`config.mk`:
```
export PLATFORM = sky130hd
export DESIGN_NAME = id_ex_ctrl_flat
export DESIGN_NICKNAME = d
export VERILOG_FILES = /design/src/rtl/riscv_ctrl_pkg.sv /design/src/rtl/id_ex_ctrl_if.sv /design/src/rtl/main_decoder.sv /design/src/rtl/id_ex_ctrl.sv /design/src/flat_wrapper.sv
export SDC_FILE = /design/constraint.sdc
export NUM_CORES = 1
export LEC_CHECK = 0
export CAP_MARGIN = 20
export CORE_MARGIN = 2
export CORE_UTILIZATION = 67
export DETAILED_ROUTE_END_ITERATION = 8
export DONT_BUFFER_PORTS = 1
export GPL_TIMING_DRIVEN = 0
export PLACE_DENSITY = 0.83
export SETUP_SLACK_MARGIN = 0.15
export SLEW_MARGIN = 10
export SYNTH_ARGS = -nofsm -noshare
export SYNTH_HDL_FRONTEND = slang
export SYNTH_HIERARCHICAL = 1
export SYNTH_SLANG_ARGS = --single-unit
export TNS_END_PERCENT = 20
```
`constraint.sdc`:
```
create_clock -name clk -period 7.1 [get_ports clk]
set_clock_uncertainty 0.1 [all_clocks]
set_input_delay 1.42 -clock clk [delete_from_list [all_inputs] [get_ports clk]]
set_output_delay 1.42 -clock clk [all_outputs]
set_load 0.005 [all_outputs]
```
`src/rtl/riscv_ctrl_pkg.sv`:
```
// Shared decode definitions for the pipelined RISC-V control path:
// opcode constants, ALUOp encodings and the control bundle carried down the pipe.
package riscv_ctrl_pkg;

   localparam logic [6:0] OP_R      = 7'b0110011;
   localparam logic [6:0] OP_I      = 7'b0010011;
   localparam logic [6:0] OP_LOAD   = 7'b0000011;
   localparam logic [6:0] OP_STORE  = 7'b0100011;
   localparam logic [6:0] OP_BRANCH = 7'b1100011;

   typedef enum logic [1:0] {
      ALUOP_MEM = 2'b00,
      ALUOP_BR  = 2'b01,
      ALUOP_ALU = 2'b10
   } alu_op_e;

   // Control bundle; EX/MEM reuses the same layout.
   typedef struct packed {
      alu_op_e    alu_op;
      logic [3:0] funct;
      logic       reg_write;
      logic       mem_read;
      logic       mem_write;
      logic       mem_to_reg;
      logic       alu_src;
      logic       branch;
   } ctrl_t;

   localparam ctrl_t CTRL_BUBBLE = '0;

endpackage

```
`src/rtl/id_ex_ctrl_if.sv`:
```
// IF/ID-side inputs and ID/EX-side outputs of the decode control stage.
interface id_ex_ctrl_if #(
   parameter int CNT_W = 16
);
   logic [31:0]      instr_i;
   logic             instr_valid_i;
   logic             flush_i;
   logic             stall_o;
   logic             ex_valid;
   logic [1:0]       ex_ALUOp;
   logic [3:0]       ex_Funct;
   logic             ex_RegWrite;
   logic             ex_MemRead;
   logic             ex_MemWrite;
   logic             ex_MemtoReg;
   logic             ex_ALUSrc;
   logic             ex_Branch;
   logic [4:0]       ex_rd;
   logic [4:0]       ex_rs1;
   logic [4:0]       ex_rs2;
   logic             ex_illegal;
   logic [CNT_W-1:0] stall_cnt;

   modport master (
      output instr_i, instr_valid_i, flush_i,
      input  stall_o, ex_valid, ex_ALUOp, ex_Funct, ex_RegWrite, ex_MemRead,
             ex_MemWrite, ex_MemtoReg, ex_ALUSrc, ex_Branch, ex_rd, ex_rs1,
             ex_rs2, ex_illegal, stall_cnt
   );

   modport slave (
      input  instr_i, instr_valid_i, flush_i,
      output stall_o, ex_valid, ex_ALUOp, ex_Funct, ex_RegWrite, ex_MemRead,
             ex_MemWrite, ex_MemtoReg, ex_ALUSrc, ex_Branch, ex_rd, ex_rs1,
             ex_rs2, ex_illegal, stall_cnt
   );
endinterface

```
`src/rtl/main_decoder.sv`:
```
// Combinational main decoder: instruction word to control bundle, register
// indices and an illegal-opcode flag. Indices a class does not use are zeroed
// so the ID/EX register never carries immediate bits as register numbers.
module main_decoder
   import riscv_ctrl_pkg::*;
(
   input  logic [31:0] instr,
   output ctrl_t       ctrl,
   output logic        illegal,
   output logic        use_rs2,
   output logic [4:0]  rd,
   output logic [4:0]  rs1,
   output logic [4:0]  rs2
);

   logic unused_bits;
   assign unused_bits = ^{instr[31], instr[29:25]};

   // Opcode decode; every output defaulted first.
   always_comb begin
      ctrl    = CTRL_BUBBLE;
      illegal = 1'b0;
      use_rs2 = 1'b0;
      rd      = instr[11:7];
      rs1     = instr[19:15];
      rs2     = 5'd0;
      case (instr[6:0])
         OP_R: begin
            ctrl.alu_op    = ALUOP_ALU;
            ctrl.reg_write = 1'b1;
            ctrl.funct     = {instr[30], instr[14:12]};
            use_rs2        = 1'b1;
         end
         OP_I: begin
            // instr[30] is immediate data here, not a funct7 bit
            ctrl.alu_op    = ALUOP_ALU;
            ctrl.alu_src   = 1'b1;
            ctrl.reg_write = 1'b1;
            ctrl.funct     = {1'b0, instr[14:12]};
         end
         OP_LOAD: begin
            ctrl.alu_op     = ALUOP_MEM;
            ctrl.alu_src    = 1'b1;
            ctrl.mem_read   = 1'b1;
            ctrl.mem_to_reg = 1'b1;
            ctrl.reg_write  = 1'b1;
            ctrl.funct      = {1'b0, instr[14:12]};
         end
         OP_STORE: begin
            ctrl.alu_op    = ALUOP_MEM;
            ctrl.alu_src   = 1'b1;
            ctrl.mem_write = 1'b1;
            ctrl.funct     = {1'b0, instr[14:12]};
            use_rs2        = 1'b1;
            rd             = 5'd0;
         end
         OP_BRANCH: begin
            ctrl.alu_op = ALUOP_BR;
            ctrl.branch = 1'b1;
            ctrl.funct  = {1'b0, instr[14:12]};
            use_rs2     = 1'b1;
            rd          = 5'd0;
         end
         default: begin
            illegal = 1'b1;
            rd      = 5'd0;
            rs1     = 5'd0;
         end
      endcase
      if (use_rs2) rs2 = instr[24:20];
   end

endmodule

```
`src/rtl/id_ex_ctrl.sv`:
```
// ID/EX control pipeline register with load-use stall detection, branch
// flush and a saturating stall-cycle counter.
module id_ex_ctrl
   import riscv_ctrl_pkg::*;
#(
   parameter int CNT_W = 16
) (
   input logic          clk,
   input logic          reset,
   id_ex_ctrl_if.slave  bus
);

   ctrl_t            dec_ctrl;
   logic             dec_illegal;
   logic             dec_use_rs2;
   logic [4:0]       dec_rd, dec_rs1, dec_rs2;

   logic             ex_valid_q, ex_valid_d;
   ctrl_t            ex_ctrl_q, ex_ctrl_d;
   logic [4:0]       ex_rd_q, ex_rd_d;
   logic [4:0]       ex_rs1_q, ex_rs1_d;
   logic [4:0]       ex_rs2_q, ex_rs2_d;
   logic             ex_illegal_q, ex_illegal_d;
   logic [CNT_W-1:0] stall_cnt_q, stall_cnt_d;
   logic             stall;

   main_decoder u_dec (
      .instr   (bus.instr_i),
      .ctrl    (dec_ctrl),
      .illegal (dec_illegal),
      .use_rs2 (dec_use_rs2),
      .rd      (dec_rd),
      .rs1     (dec_rs1),
      .rs2     (dec_rs2)
   );

   // Load-use hazard against the load sitting in ID/EX; a flush overrides it.
   always_comb begin
      stall = ex_valid_q & ex_ctrl_q.mem_read & (ex_rd_q != 5'd0) & bus.instr_valid_i
            & ((bus.instr_i[19:15] == ex_rd_q)
               | (dec_use_rs2 & (bus.instr_i[24:20] == ex_rd_q)))
            & ~bus.flush_i;
   end

   // Next ID/EX contents: bubble on flush, stall or empty slot; illegal opcodes
   // also become a bubble but raise the one-cycle illegal flag.
   always_comb begin
      ex_valid_d   = 1'b0;
      ex_ctrl_d    = CTRL_BUBBLE;
      ex_rd_d      = 5'd0;
      ex_rs1_d     = 5'd0;
      ex_rs2_d     = 5'd0;
      ex_illegal_d = 1'b0;
      stall_cnt_d  = stall_cnt_q;
      if (!bus.flush_i && !stall && bus.instr_valid_i) begin
         if (dec_illegal) begin
            ex_illegal_d = 1'b1;
         end else begin
            ex_valid_d = 1'b1;
            ex_ctrl_d  = dec_ctrl;
            ex_rd_d    = dec_rd;
            ex_rs1_d   = dec_rs1;
            ex_rs2_d   = dec_rs2;
         end
      end
      if (stall && (stall_cnt_q != '1)) stall_cnt_d = stall_cnt_q + CNT_W'(1);
   end

   // ID/EX register and counter with synchronous reset.
   always_ff @(posedge clk) begin
      if (reset) begin
         ex_valid_q   <= 1'b0;
         ex_ctrl_q    <= CTRL_BUBBLE;
         ex_rd_q      <= 5'd0;
         ex_rs1_q     <= 5'd0;
         ex_rs2_q     <= 5'd0;
         ex_illegal_q <= 1'b0;
         stall_cnt_q  <= '0;
      end else begin
         ex_valid_q   <= ex_valid_d;
         ex_ctrl_q    <= ex_ctrl_d;
         ex_rd_q      <= ex_rd_d;
         ex_rs1_q     <= ex_rs1_d;
         ex_rs2_q     <= ex_rs2_d;
         ex_illegal_q <= ex_illegal_d;
         stall_cnt_q  <= stall_cnt_d;
      end
   end

   assign bus.stall_o     = stall;
   assign bus.ex_valid    = ex_valid_q;
   assign bus.ex_ALUOp    = ex_ctrl_q.alu_op;
   assign bus.ex_Funct    = ex_ctrl_q.funct;
   assign bus.ex_RegWrite = ex_ctrl_q.reg_write;
   assign bus.ex_MemRead  = ex_ctrl_q.mem_read;
   assign bus.ex_MemWrite = ex_ctrl_q.mem_write;
   assign bus.ex_MemtoReg = ex_ctrl_q.mem_to_reg;
   assign bus.ex_ALUSrc   = ex_ctrl_q.alu_src;
   assign bus.ex_Branch   = ex_ctrl_q.branch;
   assign bus.ex_rd       = ex_rd_q;
   assign bus.ex_rs1      = ex_rs1_q;
   assign bus.ex_rs2      = ex_rs2_q;
   assign bus.ex_illegal  = ex_illegal_q;
   assign bus.stall_cnt   = stall_cnt_q;

endmodule

```
`src/flat_wrapper.sv`:
```
// flat-port wrapper written by rule: the top's interface ports become plain ports
module id_ex_ctrl_flat import riscv_ctrl_pkg::*;
#(
   parameter int CNT_W = 16
)
  (clk, reset, bus_instr_i, bus_instr_valid_i, bus_flush_i, bus_stall_o, bus_ex_valid, bus_ex_ALUOp, bus_ex_Funct, bus_ex_RegWrite, bus_ex_MemRead, bus_ex_MemWrite, bus_ex_MemtoReg, bus_ex_ALUSrc, bus_ex_Branch, bus_ex_rd, bus_ex_rs1, bus_ex_rs2, bus_ex_illegal, bus_stall_cnt);
  id_ex_ctrl_if #(.CNT_W(CNT_W)) bus_i ();
  input logic clk;
  input logic reset;
  input wire logic [$bits(bus_i.instr_i)-1:0] bus_instr_i;
  input wire logic [$bits(bus_i.instr_valid_i)-1:0] bus_instr_valid_i;
  input wire logic [$bits(bus_i.flush_i)-1:0] bus_flush_i;
  output wire logic [$bits(bus_i.stall_o)-1:0] bus_stall_o;
  output wire logic [$bits(bus_i.ex_valid)-1:0] bus_ex_valid;
  output wire logic [$bits(bus_i.ex_ALUOp)-1:0] bus_ex_ALUOp;
  output wire logic [$bits(bus_i.ex_Funct)-1:0] bus_ex_Funct;
  output wire logic [$bits(bus_i.ex_RegWrite)-1:0] bus_ex_RegWrite;
  output wire logic [$bits(bus_i.ex_MemRead)-1:0] bus_ex_MemRead;
  output wire logic [$bits(bus_i.ex_MemWrite)-1:0] bus_ex_MemWrite;
  output wire logic [$bits(bus_i.ex_MemtoReg)-1:0] bus_ex_MemtoReg;
  output wire logic [$bits(bus_i.ex_ALUSrc)-1:0] bus_ex_ALUSrc;
  output wire logic [$bits(bus_i.ex_Branch)-1:0] bus_ex_Branch;
  output wire logic [$bits(bus_i.ex_rd)-1:0] bus_ex_rd;
  output wire logic [$bits(bus_i.ex_rs1)-1:0] bus_ex_rs1;
  output wire logic [$bits(bus_i.ex_rs2)-1:0] bus_ex_rs2;
  output wire logic [$bits(bus_i.ex_illegal)-1:0] bus_ex_illegal;
  output wire logic [$bits(bus_i.stall_cnt)-1:0] bus_stall_cnt;
  assign bus_i.instr_i = bus_instr_i;
  assign bus_i.instr_valid_i = bus_instr_valid_i;
  assign bus_i.flush_i = bus_flush_i;
  assign bus_stall_o = bus_i.stall_o;
  assign bus_ex_valid = bus_i.ex_valid;
  assign bus_ex_ALUOp = bus_i.ex_ALUOp;
  assign bus_ex_Funct = bus_i.ex_Funct;
  assign bus_ex_RegWrite = bus_i.ex_RegWrite;
  assign bus_ex_MemRead = bus_i.ex_MemRead;
  assign bus_ex_MemWrite = bus_i.ex_MemWrite;
  assign bus_ex_MemtoReg = bus_i.ex_MemtoReg;
  assign bus_ex_ALUSrc = bus_i.ex_ALUSrc;
  assign bus_ex_Branch = bus_i.ex_Branch;
  assign bus_ex_rd = bus_i.ex_rd;
  assign bus_ex_rs1 = bus_i.ex_rs1;
  assign bus_ex_rs2 = bus_i.ex_rs2;
  assign bus_ex_illegal = bus_i.ex_illegal;
  assign bus_stall_cnt = bus_i.stall_cnt;
  id_ex_ctrl #(.CNT_W(CNT_W)) u_core (.clk(clk), .reset(reset), .bus(bus_i));
endmodule
```
==> impl_results.md, run 1 <==
* Final Hold Fails at 0
* Die footprint at 3820 um2
* Cells on worst reg2reg path at 6
* Pwr Total at approximately 0.00042 W
* Die extent in y at 61.8 um
* Share of post-route cells with drive strength above 1 at 0.132
* # hold bufs at CTS at 0
* Distinct cells, synth at 39
* Largest net degree at the start of global routing at 14
* Final max-slew violation count at 0
* CTS tree: done
* Pwr Density at ~180 nW/um2
* Reg-to-Reg Start: u_core/bus.ex_rd[0]
* Wl on met1 at between 2000 and 2500 um
* Setup TNS at 0 ns
* Latest clock arrival within the worst-skew pair at 0.35 ns
* Post-synthesis sequential area ratio at 0.402
* Area growth syn-to-layout at 5.70%
* DR iter-0 viols at 100
* Core ar. at 3130 um2
* Root Buffer: clkbuf_4
* Number of synthesized flops with an enable pin at 0
* Crit. End Element: primary output
* Num CTS Buffers at 5
* Status: complete, no violations
* Residual DRC count at 0
* Initial core utilization at 0.716
* Reg-to-reg slack, setup at 4.69 ns
* Post-Syn Area at 2240 um2
* Hold path startpoint: u_core/bus.stall_cnt[11]
* Detail Placement HPWL at 3600 um
* CP Class: input pin to primary output
* Worst Hold End: u_core/bus.stall_cnt[11]
* # setup viols final at 0
* Post-layout min period at approximately 4.3 ns
* Row count at 20
* Hold Crit Class: register to register
* Data required, critical path at 5.58 ns
* Met2 routed WL at 2200 um
* Initial antenna violation count at 0
* Via density at 5.82
* Transition time at the pin with the least slew margin at 0.631 ns
* Final period utilization at 0.601
* FF+latch count, synth at 45
* Utilization after layout at 0.756
* Crit-path max FO at 10
* Die W at approximately 60 um
* IO buf count at 0
* Yosys warns at 6
* Syn Area/Cell at 8.95 um2
* Hold depth at 2
* Top Metal Used: met4
* First-pass GRT wire length at approximately 7500 um
* Syn nets at 287
* Grt total ovfl at 0
* Clk buf depth at 2
* Clk slew on worst S/H paths at 0.12 ns
* Peak Freq at 0.234 GHz
* # Post-CTS Setup Buffers at 0
* Post-Syn Instances at 250
* GP Congestion at 0.915
* Slew headroom at 0.578
* CTS resizes at 0
* Antenna fix cells at 0
* Vias in the first global route at 1611
* # nets final at 294
* Drt first pass iters at 4
* Met3 Routed Length at 349 um
* Routed Antenna Nets at 0
* RSZ-0062 raised after global routing: false
* WL per Instance at 15.9 um
* Asr flop ratio synth at 0
* CTS Sinks at 45
* CP arrival at 2.75 ns
* Critical R2R Capture: u_core/bus.stall_cnt[3]
* Top_reg_cell synth: dfxtp_1
* Pleak at around 0.84 nW
* Max-cap viol count at 0
* I/O pins at 82
* Startpoint type of the worst setup path: input pin
* Max VDD drop at roughly 0.14 mV
* Via count at 1751
* H-Tree Depth at 2
* Overall Global Routing Usage at 0.265
* Wirelength, routed at 4780 um
==> cell usage after synthesis (2+ instances only) <==
cell | count | area [um2]
a211oi_1 | 7 | 52.6
inv_1 | 18 | 67.6
buf_6 | 5 | 56.3
mux2_2 | 10 | 113
nor3_1 | 14 | 70.1
nand3_1 | 7 | 35.0
a21oi_1 | 2 | 10.0
buf_2 | 2 | 10.0
nor2_1 | 20 | 75.1
nor4_1 | 6 | 37.5
o31ai_1 | 2 | 15.0
or3_1 | 3 | 18.8
xnor2_1 | 10 | 87.6
nor2b_1 | 11 | 68.8
a211oi_2 | 6 | 75.1
clkbuf_1 | 7 | 26.3
nand2b_1 | 3 | 18.8
nor4b_1 | 9 | 78.8
or4_1 | 4 | 30.0
dfxtp_1 | 45 | 901
nand4_1 | 5 | 31.3
nand2_1 | 9 | 33.8
and2_1 | 28 | 175
nand4bb_1 | 2 | 22.5
==> worst max-delay path, cell delays in order <==
cell       delay, ns
nand4bb_1       0.18
buf_6           0.17
buf_6           0.14
nor2_1          0.10
nand2_1         0.08
o22a_1          0.21
clkbuf_1        0.24
nor2_1          0.20
==> metrics by stage <==
stage	std cells	setup WS, ns	hold slack [ns]	area (um2)
after floorplan	250	3.03	0.359	2240
after global placement	294	2.86	0.384	2290
after detailed placement	294	2.86	0.389	2290
after CTS	301	2.85	0.406	2370
after global routing	301	2.74	0.442	2370
final	301	2.83	0.404	2370
==> state kept, by name (all words and copies together), names as in the netlist <==
register / count
u_core/bus.stall_cnt: 16
u_core/bus.ex_rd: 5
u_core/bus.ex_rs1: 5
u_core/bus.ex_rs2: 5
u_core/bus.ex_Funct: 4
u_core/bus.ex_ALUOp: 2
u_core/bus.ex_ALUSrc: 1
u_core/bus.ex_Branch: 1
u_core/bus.ex_MemRead: 1
u_core/bus.ex_MemWrite: 1
u_core/bus.ex_MemtoReg: 1
u_core/bus.ex_RegWrite: 1
u_core/bus.ex_illegal: 1
u_core/bus.ex_valid: 1
==> routing by layer <==
metal  vias up  GRT usage
met1       798      0.358
met4         0     0.0669
met5         -          0
met2        63      0.409
li1        883          -
met3         7     0.0911
==> cells by family (layout without fill, tap and decap cells) <==
family / after synthesis / in the layout / share of synthesized area
AND/OR/NAND/NOR: 126 / 126 / 0.331
flip-flops: 45 / 45 / 0.402
buffers and inverters: 34 / 41 / 0.0766
AO/OA/AOI/OAI: 23 / 23 / 0.0906
multiplexers: 11 / 11 / 0.0548
XOR/XNOR: 10 / 10 / 0.0391
adder cells (fa/ha/maj): 1 / 1 / 0.00559
==> report_power, final <==
part	total, W	internal (W)	switching (W)
Clock	0.000149	0.0000718	0.0000769
Combinational	0.0000223	0.00000925	0.0000130
Sequential	0.000253	0.000253	0.000000157
Total	0.000424	0.000334	0.0000901
==> cells in the final DEF, fill, tap and decap left out, types with 6 or more instances in the layout <==
master / instances
dfxtp_1: 45
and2_1: 28
nor2_1: 20
inv_1: 18
nor3_1: 14
nor2b_1: 11
xnor2_1: 10
mux2_2: 10
nand2_1: 9
nor4b_1: 9
nand3_1: 7
clkbuf_1: 7
a211oi_1: 7
a211oi_2: 6
nor4_1: 6
==> area by class of cell <==
type	instances	area, um2
inverter	18	67.6
sequential	45	901
buffer	16	104
clock inverter	2	35.0
clock buffer	5	37.5
multi-input combinational	171	1170
tap	44	55.1
fill	254	762
==> how the worst max path moves through the flow <==
| stage | end | from | cells after the start | slack (ns) |
|---|---|---|---|---|
| floorplan | bus_stall_o | bus_instr_i[2] | 8 | 3.03 |
| global placement | bus_stall_o | bus_instr_i[2] | 8 | 2.86 |
| detailed placement | bus_stall_o | bus_instr_i[2] | 8 | 2.86 |
| CTS | bus_stall_o | bus_instr_i[2] | 8 | 2.85 |
| global route | bus_stall_o | bus_instr_i[2] | 8 | 2.74 |
| finish | bus_stall_o | bus_instr_i[2] | 8 | 2.83 |
Power figures use the tool's default switching activity.
==> inputs of run 2 (changes only) <==
--- a/config.mk
+++ b/config.mk
@@ -7,11 +7,11 @@
 export LEC_CHECK = 0
 export CAP_MARGIN = 20
 export CORE_MARGIN = 2
-export CORE_UTILIZATION = 67
+export CORE_UTILIZATION = 62
 export DETAILED_ROUTE_END_ITERATION = 8
 export DONT_BUFFER_PORTS = 1
 export GPL_TIMING_DRIVEN = 0
-export PLACE_DENSITY = 0.83
+export PLACE_DENSITY = 0.78
 export SETUP_SLACK_MARGIN = 0.15
 export SLEW_MARGIN = 10
 export SYNTH_ARGS = -nofsm -noshare
==> constraint.sdc (replaced) <==
create_clock -name clk -period 4.2 [get_ports clk]
set_clock_uncertainty 0.1 [all_clocks]
set_input_delay 0.84 -clock clk [delete_from_list [all_inputs] [get_ports clk]]
set_output_delay 0.84 -clock clk [all_outputs]
set_load 0.005 [all_outputs]
==> impl_results.md, run 2 (synthesis results as in run 1) <==
* Initial core utilization at 0.660 (-0.0552)
* Max VDD drop at 0.184 mV (+29%)
* # Post-CTS Setup Buffers at 0 (unchanged)
* Max-cap viol count at 0 (unchanged)
* Data required, critical path at 3.26 ns (-2.32 ns)
* Root Buffer: clkbuf_4
* Setup TNS at 0 ns (unchanged)
* H-Tree Depth at 2 (unchanged)
* Die W at 64.1 um (+3.7%)
* Vias in the first global route at 1718 (+6.6%)
* Met2 routed WL at 2110 um (-4.1%)
* Critical Path, Cell by Cell: nand4bb_1 > buf_6 > buf_6 > nor2_1 > nand2_1 > o22a_1 > clkbuf_1 > nor2_1
* CTS tree: done
* Post-layout min period at approximately 3.1 ns
* CP arrival at 2.16 ns (-0.59 ns)
* Wirelength, routed at 4650 um (-2.6%)
* Wl on met1 at 2130 um (-2.2%)
* CP Class: input pin to primary output
* Internal at 0.000569 W (+71%)
* Antenna fix cells at 0 (unchanged)
* Largest net degree at the start of global routing at 16 (+2)
* I/O pins at 82 (unchanged)
* Pleak at 0.843 nW (+0.54%)
* Comb power frac at 0.051 (-0.002)
* Overall Global Routing Usage at 0.248 (-0.0171)
* Utilization after layout at 0.701 (-0.0550)
* Reg power frac at 0.584 (-0.013)
* Latest clock arrival within the worst-skew pair at 0.36 ns (about the same)
* Largest stage delay, worst path at 0.25 ns (about the same)
* Met3 Routed Length at 372 um (+6.6%)
* Via density at 5.84 (+0.43%)
* Switching share of power at 0.223 (+0.0100)
* Routed Antenna Nets at 0 (unchanged)
* Final period utilization at 0.737
* Max reg flops at 16 (unchanged)
* Commonest non-fill, non-tap cell in the layout: dfxtp_1
* Peak Freq at around 0.32 GHz
* Status: complete, no violations
* Transition time at the pin with the least slew margin at 0.581 ns (-0.0508 ns)
* Core ar. at 3390 um2 (+8.4%)
* DR iter-0 viols at 111 (+11%)
* First-pass GRT wire length at 8020 um (+6.7%)
* IO buf count at 0 (unchanged)
* Share of post-route cells with drive strength above 1 at 0.136 (+0.00336)
* # nets final at 294 (unchanged)
* Num CTS Buffers at 5 (unchanged)
* Die footprint at 4110 um2 (+7.5%)
* Initial antenna violation count at 0 (unchanged)
* WL per Instance at 15.3 um (-3.6%)
* GP Congestion at 0.867 (-5.2%)
* Detail Placement HPWL at 3510 um (-2.6%)
* Most frequent cells in the layout: 45 x dfxtp_1, 28 x and2_1, 20 x nor2_1
* Residual DRC count at 0 (unchanged)
* Top Metal Used: met4
* Fillers at 268 (+5.5%)
* Clock network fraction of total power at 0.365 (+0.014)
* Crit-path max FO at 10 (unchanged)
* # setup viols final at 0 (unchanged)
* Sw Pwr at 0.000163 W (+81%)
* Via count at 1776 (+1.4%)
* RSZ-0062 raised after global routing: false
* Clk buf depth at 2 (unchanged)
* Die extent in y at 64.1 um (+3.7%)
* Grt total ovfl at 0 (unchanged)
* Startpoint type of the worst setup path: input pin
* Final max-slew violation count at 0 (unchanged)
* Critical Path Slowest Stage Cell: clkbuf_1
* Area growth syn-to-layout at 6.20%
* Slew headroom at 0.612 (+0.0339)
* Drt first pass iters at 4 (unchanged)
* CTS Sinks at 45 (unchanged)
* Final Hold Fails at 0 (unchanged)
* Hold Crit Class: register to register
* Crit. End Element: primary output
* CTS resizes at 0 (unchanged)
* Row count at 21 (+5.0%)
* # hold bufs at CTS at 0 (unchanged)
* Clk slew on worst S/H paths at 0.13 ns (about the same)
* Pwr Density at 308 nW/um2 (+72%)
-- run 2: cell count changes in the layout (fill, tap and decap cells not counted) --
| cell | change |
|---|---|
| inv_6 | +1 |
-- run 2: layer usage --
metal  track usage  vias to the layer above
met2         0.380                       65
li1              -                      882
met1         0.327                      822
met3        0.0915                        7
met4        0.0707                        0
met5             0                        -
-- run 2: area by class of cell --
type,instances,area (um2),share of cell area
Clock inverter,3,43.8,0.0184
Buffer,16,104,0.0437
Clock buffer,5,37.5,0.0158
Sequential cell,45,901,0.379
Multi-Input combinational cell,171,1170,0.491
Tap cell,46,57.6,0.0242
Inverter,18,67.6,0.0284
-- run 2: final timing paths --
kind / from / end / slack (ns) / cells after the start
max reg2reg: u_core/bus.ex_rd[0] / u_core/bus.stall_cnt[3] / 1.84 / 6
min reg2reg: u_core/bus.stall_cnt[11] / u_core/bus.stall_cnt[11] / 0.41 / 2
min: u_core/bus.stall_cnt[11] / u_core/bus.stall_cnt[11] / 0.41 / 2
max: bus_instr_i[2] / bus_stall_o / 1.10 / 8
-- run 2: critical path, delay by kind of cell --
family | cells | cell delay (ns)
compound gates | 1 | 0.23
simple gates | 4 | 0.54
buf+inv | 3 | 0.55
-- run 2: power groups by stage --
stage          clock network [W]   logic, W  registers [W]
6_report                0.000267  0.0000375       0.000428
2_1_floorplan                  0  0.0000313       0.000437
3_5_place_dp                   0  0.0000371       0.000437
4_1_cts                 0.000276  0.0000372       0.000428
5_1_grt                 0.000290  0.0000419       0.000428
3_3_place_gp                   0  0.0000366       0.000437
-- run 2: stage by stage --
step	total power (W)	worst slack (ns)	hold slack, ns	cell area [um2]	instances
2_1_floorplan	0.000468	1.29	0.359	2240	250
3_3_place_gp	0.000474	1.11	0.386	2300	296
3_5_place_dp	0.000474	1.10	0.396	2300	296
4_1_cts	0.000740	1.10	0.415	2380	304
5_1_grt	0.000760	1.01	0.457	2380	304
6_report	0.000732	1.10	0.412	2380	304
